==> config.mk <==
export PLATFORM = sky130hd
export DESIGN_NAME = des_iter_ctrl
export DESIGN_NICKNAME = d
export VERILOG_FILES = /design/src/rtl/des_iter_ctrl.sv
export SDC_FILE = /design/constraint.sdc
export NUM_CORES = 1
export LEC_CHECK = 0
export CAP_MARGIN = 5
export CORE_MARGIN = 2
export CORE_UTILIZATION = 30
export CTS_CLUSTER_SIZE = 8
export DETAILED_ROUTE_END_ITERATION = 10
export PLACE_DENSITY = 0.6
export SYNTH_ARGS = -nofsm -noshare
export SYNTH_HDL_FRONTEND = slang
export SYNTH_SLANG_ARGS = --single-unit
==> constraint.sdc <==
create_clock -name clk -period 4.6 [get_ports clk]
set_clock_uncertainty 0.15 [all_clocks]
set_input_delay 0.92 -clock clk [delete_from_list [all_inputs] [get_ports clk]]
set_output_delay 0.92 -clock clk [all_outputs]
set_load 0.02 [all_outputs]
==> src/rtl/des_iter_ctrl.sv <==
// -----------------------------------------------------------------------------
// des_iter_ctrl
//
// Sequencing controller for an iterative DES core. One 64-bit block is
// accepted per transaction. The controller then drives the shared datapath:
//   * a one-cycle load of IP(dat_in) into L/R and PC-1(key) into C/D;
//   * ROUNDS round commits, each lasting ROUND_CYCLES clocks, with the
//     key-schedule rotate amount and direction for that round;
//   * a result-valid phase held until the consumer takes the block.
// The controller owns no data bits. It only issues control and handshake
// signals.
//
// Parameters:
//   ROUNDS        number of Feistel rounds sequenced (1..16)
//   ROUND_CYCLES  clocks per round for a multicycle round function (1..8)
//
// Ports:
//   clk           system clock, rising edge
//   rst_n         asynchronous active-low reset
//   in_valid      request: dat_in and key on the datapath are valid
//   in_ready      controller can accept a request (decoded: high in IDLE)
//   decrypt       mode, sampled on accept (0 = encrypt, 1 = decrypt)
//   dp_load       load IP(dat_in) -> L/R and PC-1(key) -> C/D
//   dp_round_en   commit one round (shift C/D, then update L/R)
//   dp_round_idx  current round index, 0..ROUNDS-1
//   ks_shift      C/D rotate amount for this round (0, 1 or 2)
//   ks_dir        rotate direction (0 = left/encrypt, 1 = right/decrypt)
//   out_valid     FP(R16L16) on the datapath output is valid
//   out_ready     consumer accepts the result
//   busy          high in any state except IDLE
//   blk_cnt       count of completed output handshakes, wrapping
// -----------------------------------------------------------------------------
module des_iter_ctrl #(
  parameter int ROUNDS       = 16,
  parameter int ROUND_CYCLES = 1
) (
  input  logic        clk,
  input  logic        rst_n,
  input  logic        in_valid,
  output logic        in_ready,
  input  logic        decrypt,
  output logic        dp_load,
  output logic        dp_round_en,
  output logic [3:0]  dp_round_idx,
  output logic [1:0]  ks_shift,
  output logic        ks_dir,
  output logic        out_valid,
  input  logic        out_ready,
  output logic        busy,
  output logic [15:0] blk_cnt
);

  typedef enum logic [1:0] {
    S_IDLE,
    S_LOAD,
    S_ROUND,
    S_DONE
  } state_e;

  localparam logic [3:0] LAST_RND = 4'(ROUNDS - 1);
  localparam logic [2:0] LAST_SUB = 3'(ROUND_CYCLES - 1);

  // Key-schedule rotate amount for round i.
  // Encryption rotates left before each round. Decryption walks the schedule
  // backwards: round 0 uses the unrotated C/D (the total rotation over 16
  // rounds is 28, a full turn), and each later round undoes an encrypt shift.
  function automatic logic [1:0] shift_for(input logic [3:0] idx, input logic dir);
    logic [1:0] amt;
    amt = 2'd2;
    if (!dir) begin
      if (idx == 4'd0 || idx == 4'd1 || idx == 4'd8 || idx == 4'd15) amt = 2'd1;
    end else begin
      if (idx == 4'd0) amt = 2'd0;
      else if (idx == 4'd1 || idx == 4'd8 || idx == 4'd15) amt = 2'd1;
    end
    return amt;
  endfunction

  state_e      state_q, state_d;
  logic [3:0]  rnd_q, rnd_d;
  logic [2:0]  sub_q, sub_d;
  logic        mode_q, mode_d;
  logic [15:0] cnt_q, cnt_d;

  logic        load_q, load_d;
  logic        en_q, en_d;
  logic [3:0]  idx_q, idx_d;
  logic [1:0]  shift_q, shift_d;
  logic        dir_q, dir_d;
  logic        ov_q, ov_d;
  logic        busy_q, busy_d;
  logic        in_round_d;

  // Next state and counters.
  always_comb begin
    // NOTE: every variable gets a default before the case, so no path leaves
    // it unassigned and no latch is inferred.
    state_d = state_q;
    rnd_d   = rnd_q;
    sub_d   = sub_q;
    mode_d  = mode_q;
    cnt_d   = cnt_q;
    unique case (state_q)
      S_IDLE: begin
        // in_ready is high here, so in_valid alone completes the accept.
        if (in_valid) begin
          state_d = S_LOAD;
          mode_d  = decrypt;
        end
      end
      S_LOAD: begin
        state_d = S_ROUND;
        rnd_d   = '0;
        sub_d   = '0;
      end
      S_ROUND: begin
        if (sub_q == LAST_SUB) begin
          sub_d = '0;
          if (rnd_q == LAST_RND) state_d = S_DONE;
          else                   rnd_d   = rnd_q + 4'd1;
        end else begin
          sub_d = sub_q + 3'd1;
        end
      end
      S_DONE: begin
        // No bypass to LOAD: a new request is accepted only after IDLE.
        if (out_ready) begin
          state_d = S_IDLE;
          cnt_d   = cnt_q + 16'd1;
        end
      end
      default: state_d = S_IDLE;
    endcase
  end

  // Outputs are decoded from the next state, so the registered copies line up
  // with the state they describe.
  always_comb begin
    in_round_d = (state_d == S_ROUND);
    load_d     = (state_d == S_LOAD);
    en_d       = in_round_d && (sub_d == LAST_SUB);
    idx_d      = in_round_d ? rnd_d : 4'd0;
    shift_d    = in_round_d ? shift_for(rnd_d, mode_d) : 2'd0;
    dir_d      = in_round_d && mode_d;
    ov_d       = (state_d == S_DONE);
    busy_d     = (state_d != S_IDLE);
  end

  // NOTE: sequential state uses non-blocking assignments so every register
  // samples the pre-edge values, independent of statement order.
  always_ff @(posedge clk or negedge rst_n) begin
    if (!rst_n) begin
      state_q <= S_IDLE;
      rnd_q   <= '0;
      sub_q   <= '0;
      mode_q  <= 1'b0;
      cnt_q   <= '0;
      load_q  <= 1'b0;
      en_q    <= 1'b0;
      idx_q   <= '0;
      shift_q <= '0;
      dir_q   <= 1'b0;
      ov_q    <= 1'b0;
      busy_q  <= 1'b0;
    end else begin
      state_q <= state_d;
      rnd_q   <= rnd_d;
      sub_q   <= sub_d;
      mode_q  <= mode_d;
      cnt_q   <= cnt_d;
      load_q  <= load_d;
      en_q    <= en_d;
      idx_q   <= idx_d;
      shift_q <= shift_d;
      dir_q   <= dir_d;
      ov_q    <= ov_d;
      busy_q  <= busy_d;
    end
  end

  assign in_ready     = (state_q == S_IDLE);
  assign dp_load      = load_q;
  assign dp_round_en  = en_q;
  assign dp_round_idx = idx_q;
  assign ks_shift     = shift_q;
  assign ks_dir       = dir_q;
  assign out_valid    = ov_q;
  assign busy         = busy_q;
  assign blk_cnt      = cnt_q;

endmodule

==> impl_metrics.yaml <==
run_status:
  outcome: "completed"
global_route:
  grt_usage_pct: 11.5
  grt_max_degree: 38
  grt_pass1_vias: 1150
  gr-usage-met1_pct: 17.0
  grt_pass1_wl_mm: 5.67
  grt-busiest-layer: "met1"
  gr-usage-met2_pct: 15.8
  grt_overflow_total: 0
  antenna_found_initial: 0
  grt_use_met3_pct: 2.92
detailed_routing:
  vias_per_cell: 4.52
  postRouteAntennaNets: 0
  vias: 1181
  drc: 0
  drt_iter0_markers: 58
  totalWireLength_mm: 3.33
  wl_per_cell_um: 12.8
  dr.pass1.iters: 4
timing:
  finalMaxSlewViolations: 0
  fmax_mhz: 361
  timing.final.crit_share_pct: 60.3
  fin_crit_ns: 2.77
  tns_ns: 0
  holdWs_ns: 0.322
  relSlewSlack_pct: 45.8
  finalSetupViolCount: 0
  finalHoldViolCount: 0
  tightestPinTransition_ns: 0.813
  rsz0062_at_grt: "false"
synth:
  synth_edf_count: 0
  synthFlopType: "dfrtp_1"
  synth_top_area_share_pct: 53.2
  syn_area_mm2: 0.00174
  syn_nets: 164
  avgSynthCellArea_um2: 11.5
  synth_most_common_cell: "dfrtp_1"
  synthCells: 151
  ys_warn_count: 0
  yosys.cell_types.count: 41
  yosysTopAreaCell: "dfrtp_1"
  synthArstFlopShare_pct: 100
  ys_seq_area_share_pct: 53.2
  synth_top_cells_by_area: "dfrtp_1 53%, xnor2_1 6.5%, ha_1 5.8%"
  synth-seq-cells: 37
  synth_commonest_cells: "37 x dfrtp_1, 14 x nand2_1, 13 x xnor2_1"
clock_tree:
  root_buffer: "clkbuf_8"
  cts_resized: 0
  cts_tree: "built"
  numClockSinks: 37
  ctsHtreeMaxLevel: 2
  ctsHoldBuffers: 0
  numCtsBuffers: 5
  cts_setup_buffers: 0
  clk_pin_slew_ns: 0.07
  cts_buffer_depth: 2
  clk_latency_ns: 0.27
critical_path:
  critPathLaunchType: "flip-flop"
  critPathArrivalTime_ns: 1.70
  slowest_delay_ns: 0.63
  cp.buffers_inverters: 2
  worst_ep_required_time_ns: 3.53
  path_cells: "inv_1, ha_1, clkdlybuf4s50_1"
  crit_fanout: 6
  end_kind: "output pin"
  r2r_setup_slack_ns: 2.31
  critPathSlowestCell: "clkdlybuf4s50_1"
  crit_family: "buffers and inverters"
  criticalPathCategory: "flip-flop to output pin"
cells_and_area:
  final_core_util_pct: 39.9
  nets: 201
  seq_area_um2: 926
  area_growth_pct: 27.0
  nFillCells: 549
  antenna_cells: 0
  drive_gt1_share_pct: 8.47
  multi_input_area_um2: 764
place:
  portBuffers: 32
  hpwlAfterDp_mm: 2.39
  place_congestion: 0.780
floorplan:
  core-area_mm2: 0.00554
  rows: 27
  die_h_um: 80.2
  ios: 33
  start_util_pct: 31.4
  die_x_um: 80.2
  dieArea_mm2: 0.00643
power:
  p_per_area_mw_per_mm2: 503
  ir_drop_mv: 0.234
  p_leak_uw: 0.000997
worst_hold_path:
  hold_path_class: "flip-flop to flip-flop"
run:
  drv_cap: 0
cells in the final DEF, fill, tap and decap left out, types with 2 or more instances in the layout:
cell and count:
dfrtp_1 37, nor2b_1 2, inv_1 9, mux2i_1 2
clkbuf_8 5, o21ai_0 3, and3_2 2, xor2_1 3
a21oi_1 2, nand3_1 9, o211ai_1 2, nand2_1 14
nor4_1 2, and4_1 2, xnor2_1 13, nor2_1 8
clkdlybuf4s50_1 31, and3b_1 2, clkbuf_1 3, ha_1 8
nand4_1 8
layer usage:
layer	part of all wire, %	vias up
li1	-	607
met4	1.6	0
met3	4.1	4
met5	0	-
met2	41	22
met1	53	548
power breakdown:
group | internal [uW] | switching [uW]
Combinational | 206 | 261
Clock | 108 | 105
Sequential | 388 | 44.4
layout make-up:
cell class	instances	area share, %
inverter	9	1.53
sequential	37	41.9
multi-input combinational	103	34.6
timing repair buffer	32	14.3
tap	72	4.08
clock buffer	8	3.62
path summary, 6_finish.rpt:
check	startpoint	cells past startpoint	endpoint
max	state_q[0]	3	in_ready
min	blk_cnt[15]	1	blk_cnt[15]
max reg2reg	state_q[1]	7	ks_shift[0]
min reg2reg	blk_cnt[15]	1	blk_cnt[15]
max in group asynchronous	rst_n	1	dp_round_idx[2]
min in group asynchronous	rst_n	1	sub_q[0]
registers in the layout, indices dropped and copies added (netlist names):
signal        cells
blk_cnt          16
busy              1
dp_load           1
dp_round_en       1
dp_round_idx      4
ks_dir            1
ks_shift          2
mode_q            1
out_valid         1
rnd_q             4
state_q           2
sub_q             3
through the flow:
step / cell area, um^2 / total power [uW] / worst slack [ns] / instances
5_1_grt: 2210 / 1200 / 1.74 / 261
4_1_cts: 2210 / 1120 / 1.81 / 261
2_1_floorplan: 1740 / 761 / 2.50 / 151
3_3_place_gp: 2130 / 911 / 1.74 / 253
6_report: 2210 / 1110 / 1.83 / 261
3_5_place_dp: 2130 / 904 / 1.78 / 253
kinds of logic (layout without fill, tap and decap cells):
logic type / count (synthesis) / count (layout) / synth area share [%]
fa+ha+maj: 8 / 8 / 5.75
xor+xnor: 16 / 16 / 8.05
buf+inv: 11 / 49 / 2.88
flops: 37 / 37 / 53.2
mux: 3 / 3 / 1.80
compound gates: 17 / 17 / 7.41
simple gates: 59 / 59 / 20.9
No activity file was read; power rests on OpenSTA's default activity.
